==> src/rtl/fetch_req_ctrl.sv <==
// fetch_req_ctrl: turns fetch addresses into I$ requests, tracks them in order and kills them on redirect
package fetch_req_ctrl_pkg;
    typedef struct packed {
        int unsigned VLEN;
        int unsigned FETCH_WIDTH;
        int unsigned FETCH_ALIGN_BITS;
    } cva6_cfg_t;
    localparam cva6_cfg_t cva6_cfg_empty = '{VLEN: 32, FETCH_WIDTH: 32, FETCH_ALIGN_BITS: 2};
endpackage

module fetch_req_ctrl #(
    parameter fetch_req_ctrl_pkg::cva6_cfg_t CVA6Cfg = fetch_req_ctrl_pkg::cva6_cfg_empty,
    parameter int unsigned MAX_OUTSTANDING = 2,
    parameter int unsigned FIFO_DEPTH = 4,
    localparam int unsigned VLEN = CVA6Cfg.VLEN,
    localparam int unsigned FETCH_WIDTH = CVA6Cfg.FETCH_WIDTH,
    localparam int unsigned FW = $clog2(FIFO_DEPTH + 1)
) (
    input  logic                   clk_i,
    input  logic                   rst_i,
    input  logic [VLEN-1:0]        fetch_addr_i,
    input  logic                   flush_i,
    input  logic [FW-1:0]          fifo_free_i,
    output logic                   icache_req_valid_o,
    input  logic                   icache_req_ready_i,
    output logic [VLEN-1:0]        icache_req_addr_o,
    output logic                   icache_kill_o,
    input  logic                   icache_rsp_valid_i,
    input  logic [FETCH_WIDTH-1:0] icache_rsp_data_i,
    input  logic                   icache_rsp_ex_i,
    output logic                   if_ready_o,
    output logic                   fetch_valid_o,
    output logic [VLEN-1:0]        fetch_addr_o,
    output logic [FETCH_WIDTH-1:0] fetch_data_o,
    output logic                   fetch_ex_o,
    output logic                   busy_o
);
    localparam int unsigned CW = $clog2(MAX_OUTSTANDING + 1);
    localparam int unsigned PW = (MAX_OUTSTANDING > 1) ? $clog2(MAX_OUTSTANDING) : 1;
    localparam int unsigned XW = (CW + 1 > FW) ? CW + 1 : FW;
    localparam logic [VLEN-1:0] ALIGN_MASK = (VLEN'(1) << CVA6Cfg.FETCH_ALIGN_BITS) - VLEN'(1);

    logic [VLEN-1:0]            addr_q [MAX_OUTSTANDING];
    logic [MAX_OUTSTANDING-1:0] killed_q;
    logic [PW-1:0]              wr_ptr_q, rd_ptr_q;
    logic [CW-1:0]              total_q, live_q;
    logic [VLEN-1:0]            aligned_addr;
    logic                       push, pop, head_live, deliver;

    function automatic logic [PW-1:0] ptr_inc(input logic [PW-1:0] p);
        return (p == PW'(MAX_OUTSTANDING - 1)) ? '0 : p + PW'(1);
    endfunction

    // Credit check counts only live entries: killed blocks never reach the queue
    always_comb begin
        aligned_addr       = fetch_addr_i & ~ALIGN_MASK;
        icache_req_addr_o  = rst_i ? '0 : aligned_addr;
        icache_req_valid_o = !rst_i && !flush_i && (total_q < CW'(MAX_OUTSTANDING)) &&
                             (XW'(live_q) + XW'(1) <= XW'(fifo_free_i));
        push               = icache_req_valid_o && icache_req_ready_i;
        if_ready_o         = push;
        icache_kill_o      = !rst_i && flush_i && (total_q != '0);
        pop                = icache_rsp_valid_i && (total_q != '0);
        head_live          = pop && !killed_q[rd_ptr_q];
        deliver            = head_live && !flush_i;
        busy_o             = total_q != '0;
    end

    always_ff @(posedge clk_i) begin
        if (rst_i) begin
            wr_ptr_q      <= '0;
            rd_ptr_q      <= '0;
            total_q       <= '0;
            live_q        <= '0;
            killed_q      <= '0;
            fetch_valid_o <= 1'b0;
            fetch_addr_o  <= '0;
            fetch_data_o  <= '0;
            fetch_ex_o    <= 1'b0;
        end else begin
            if (push) begin
                addr_q[wr_ptr_q] <= aligned_addr;
                wr_ptr_q         <= ptr_inc(wr_ptr_q);
            end
            if (pop) rd_ptr_q <= ptr_inc(rd_ptr_q);
            if (flush_i) killed_q <= '1;
            else if (push) killed_q[wr_ptr_q] <= 1'b0;
            total_q       <= total_q + CW'(push) - CW'(pop);
            live_q        <= flush_i ? '0 : live_q + CW'(push) - CW'(head_live);
            fetch_valid_o <= deliver;
            if (deliver) begin
                fetch_addr_o <= addr_q[rd_ptr_q];
                fetch_data_o <= icache_rsp_data_i;
                fetch_ex_o   <= icache_rsp_ex_i;
            end
        end
    end

    rsp_without_req: assert property (@(posedge clk_i) disable iff (rst_i)
        icache_rsp_valid_i |-> total_q != '0);
endmodule

==> config.mk <==
export PLATFORM = sky130hd
export DESIGN_NAME = fetch_req_ctrl
export DESIGN_NICKNAME = d
export VERILOG_FILES = /design/src/rtl/fetch_req_ctrl.sv
export SDC_FILE = /design/constraint.sdc
export NUM_CORES = 1
export LEC_CHECK = 0
export CAP_MARGIN = 5
export CELL_PAD_IN_SITES_DETAIL_PLACEMENT = 1
export CELL_PAD_IN_SITES_GLOBAL_PLACEMENT = 1
export CORE_MARGIN = 1.5
export CORE_UTILIZATION = 37
export DETAILED_ROUTE_END_ITERATION = 12
export PLACE_DENSITY = 0.89
export SETUP_SLACK_MARGIN = 0.2
export SLEW_MARGIN = 30
export SYNTH_ARGS = -nofsm -noshare
export SYNTH_HDL_FRONTEND = slang
export SYNTH_SLANG_ARGS = --single-unit
export TNS_END_PERCENT = 5
==> constraint.sdc <==
create_clock -name clk_i -period 6.2 [get_ports clk_i]
set_input_delay 1.86 -clock clk_i [delete_from_list [all_inputs] [get_ports clk_i]]
set_output_delay 1.86 -clock clk_i [all_outputs]
set_load 0.01 [all_outputs]
==> impl_metrics.toml <==
[grt]
use_met1_pct = 21.0
antenna_found_initial = 0
grtUsageMet3_pct = 6.75
grt.overflow.total = 0
use_met2_pct = 32.8
grt-busiest-layer = "met2"
grt_pass1_wl_mm = 20.9
grt_pass1_vias = 4035
grt_max_degree = 94
grtUsageTotal_pct = 19.0

[layout]
fin_nets = 680
fin_cells = 788
n_fill_cell = 1362
drive_gt1_share_pct = 7.68
multi_input_area_um2 = 1630
design_area_um2 = 7440
areaGrowthSynthToFinish_pct = 46.9
final_util_pct = 56.0
ff_latch_area_um2 = 3240
antenna_cells = 0

[power_and_ir_drop]
power.total_mw = 2.48
ir_drop_mv = 0.171
p_leak_nw = 2.52
pwr_density_cell_nw_per_um2 = 333

[critical_path]
cp_slowest_cell = "clkdlybuf4s50_1"
r2r_slack_ns = 3.72
critPathRequiredTime_ns = 4.34
r2r-start = "rd_ptr_q$_SDFFE_PP0P_"
worstSetupStartpointType = "input pin"
endpoint_kind = "primary output"
crit_arrival_ns = 3.91
critPathMaxStageDelay_ns = 0.61
worstSetupPathType = "input pin to primary output"
path_cells = "clkdlybuf4s50_1 > inv_1 > ha_1 > a21oi_1 > a21oi_1 > nor2_1 > clkdlybuf4s50_1"
crit_fanout = 5
regToRegEndpoint = "fetch_addr_o[27]$_SDFFE_PP0P_"
reg2regPathDepth = 6

[clock_tree]
clk_latency_ns = 0.41
cts.sinks = 132
cts_buffer_depth = 2
cts_root_buffer = "clkbuf_16"
post_cts_buffers = 0
cts_made_buffers = 17
htreeDepth = 4
ctsResizeCount = 0
cts_tree = "done"
clkTransAtPathRegs_ns = 0.05
hold_buffers = 0

[worst_hold_path]
whs_endpoint = "fetch_data_o[9]$_SDFFE_PP0P_"
worstHoldStart = "fetch_data_o[9]$_SDFFE_PP0P_"
worstHoldPathType = "flip-flop to flip-flop"
worst_hold_path.num_cells = 2

[placement]
port_buffers = 168
dp.cells = 756
place.gp.congestion = 0.714
dpl-instance-area_um2 = 6850
place.detailed.hpwl_mm = 8.79
dp_slack_ns = 0.404

[route]
avgViaCountPerCell = 4.86
drtAntennaViolNets = 0
routed_wl_mm = 13.5
vias = 3826
initialDrtViolationCount = 130
drc = 0
first_pass_iters = 4
wl_per_cell_um = 17.1

[timing]
drv_slew = 0
setup_viol = 0
fin_setup_tns_ns = 0
period_share_pct = 93.1
worst_slew_pin_slew_ns = 0.712
hold_ws_ns = 0.457
fmax_mhz = 173
hold_viol = 0
relSlewSlack_pct = 52.5
skew_ns = 0.00565
worst_slack_ns = 0.425
rsz0062_at_grt = "false"
finalCriticalPeriod_ns = 5.77

[synth]
synth-async-reset-ratio_pct = 0
syn_avg_cell_area_um2 = 11.6
yosysSeqAreaShare_pct = 64.0
synth_warnings = 0
synth_cell_types = 31
netlist_instances = 435
synth_area_um2 = 5070
synth_edf_count = 60
synth-main-ff-cell = "dfxtp_1"
ys_ff_latch = 132

[die]
initial_core_util_pct = 38.1
die_w_um = 120
core_area_um2 = 13300
die_area_um2 = 14400
die_y_um = 120
io-pin-count = 175
row_count = 42

[status]
outcome = "finished clean"

[run]
drv_cap = 0
synthesized netlist by cell type (7+ instances only):
library cell | count | share of area (%)
a211oi_1 | 25 | 3.7
clkbuf_1 | 10 | 0.74
inv_1 | 8 | 0.59
edfxtp_1 | 60 | 36
ha_1 | 8 | 2.0
nor2b_1 | 33 | 4.1
buf_4 | 8 | 1.2
a211oi_2 | 7 | 1.7
dfxtp_1 | 72 | 28
mux2i_1 | 30 | 5.9
nor2_1 | 35 | 2.6
nand2_1 | 67 | 5.0
buf_2 | 12 | 1.2
a21oi_1 | 36 | 3.6
worst max path at each step:
stage | to | startpoint | slack, ns
floorplan | if_ready_o | fifo_free_i[2] | 1.62
global placement | if_ready_o | fifo_free_i[2] | 0.50
detailed placement | if_ready_o | fifo_free_i[2] | 0.40
CTS | if_ready_o | fifo_free_i[2] | 0.40
global route | if_ready_o | fifo_free_i[2] | 0.32
finish | if_ready_o | fifo_free_i[2] | 0.43
final cells by class:
class | instances | share of cell area [%]
Clock buffer | 23 | 6.42
Clock inverter | 9 | 1.40
Inverter | 8 | 0.404
Multi-Input combinational cell | 265 | 21.9
Sequential cell | 132 | 43.6
Tap cell | 176 | 2.96
Timing Repair Buffer | 175 | 23.3
layer usage:
metal	part of all wire, %	vias to the layer above
li1	-	1827
met1	40	1825
met2	50	151
met3	7.5	23
met4	2.2	0
met5	0	-
critical path, delay by kind of cell:
kind	cells	cell delay (ns)
buffers and inverters	3	1.11
adder cells (fa/ha/maj)	1	0.32
AND/OR/NAND/NOR	1	0.32
AO/OA/AOI/OAI	2	0.30
where the power goes:
part	switching (mW)	internal [mW]	total, mW
logic	0.248	0.241	0.489
clock network	0.356	0.620	0.976
registers	0.0356	0.976	1.01
cell families after synthesis:
logic type	after synthesis	synth area share [%]
and+or+nand+nor	146	13.0
DFF	132	64.0
AOI/OAI and AO/OA	72	10.0
buffers and inverters	41	4.08
muxes	30	5.93
adders and majority gates	8	1.98
xor gates and xnor gates	5	0.865
other	1	0.0740
registers in the layout, summed over array words and instances, names as in the netlist:
register       count
wr_ptr_q           1
fetch_data_o      32
addr_q            60
fetch_ex_o         1
fetch_valid_o      1
killed_q           2
rd_ptr_q           1
total_q            2
fetch_addr_o      30
live_q             2
cells in the final DEF, fill, tap and decap left out, drive strengths merged:
master and count:
and3 1, buf 8, and2 1, clkinv 4, mux2i 30, clkdlybuf4s50 167
a2111oi 1, xor2 3, nand2 67, nor2 35, o21ai 2, a211oi 32
a2111o 1, clkbuf 23, nor3 3, nand3b 1, bufinv 2, nor3b 2
or2 1, xnor2 2, or3 1, dfxtp 72, inv 8, a21oi 36
ha 8, nor2b 33, conb 4, and3b 1, edfxtp 60, clkinvlp 3
(Power assumes the default switching activity.)
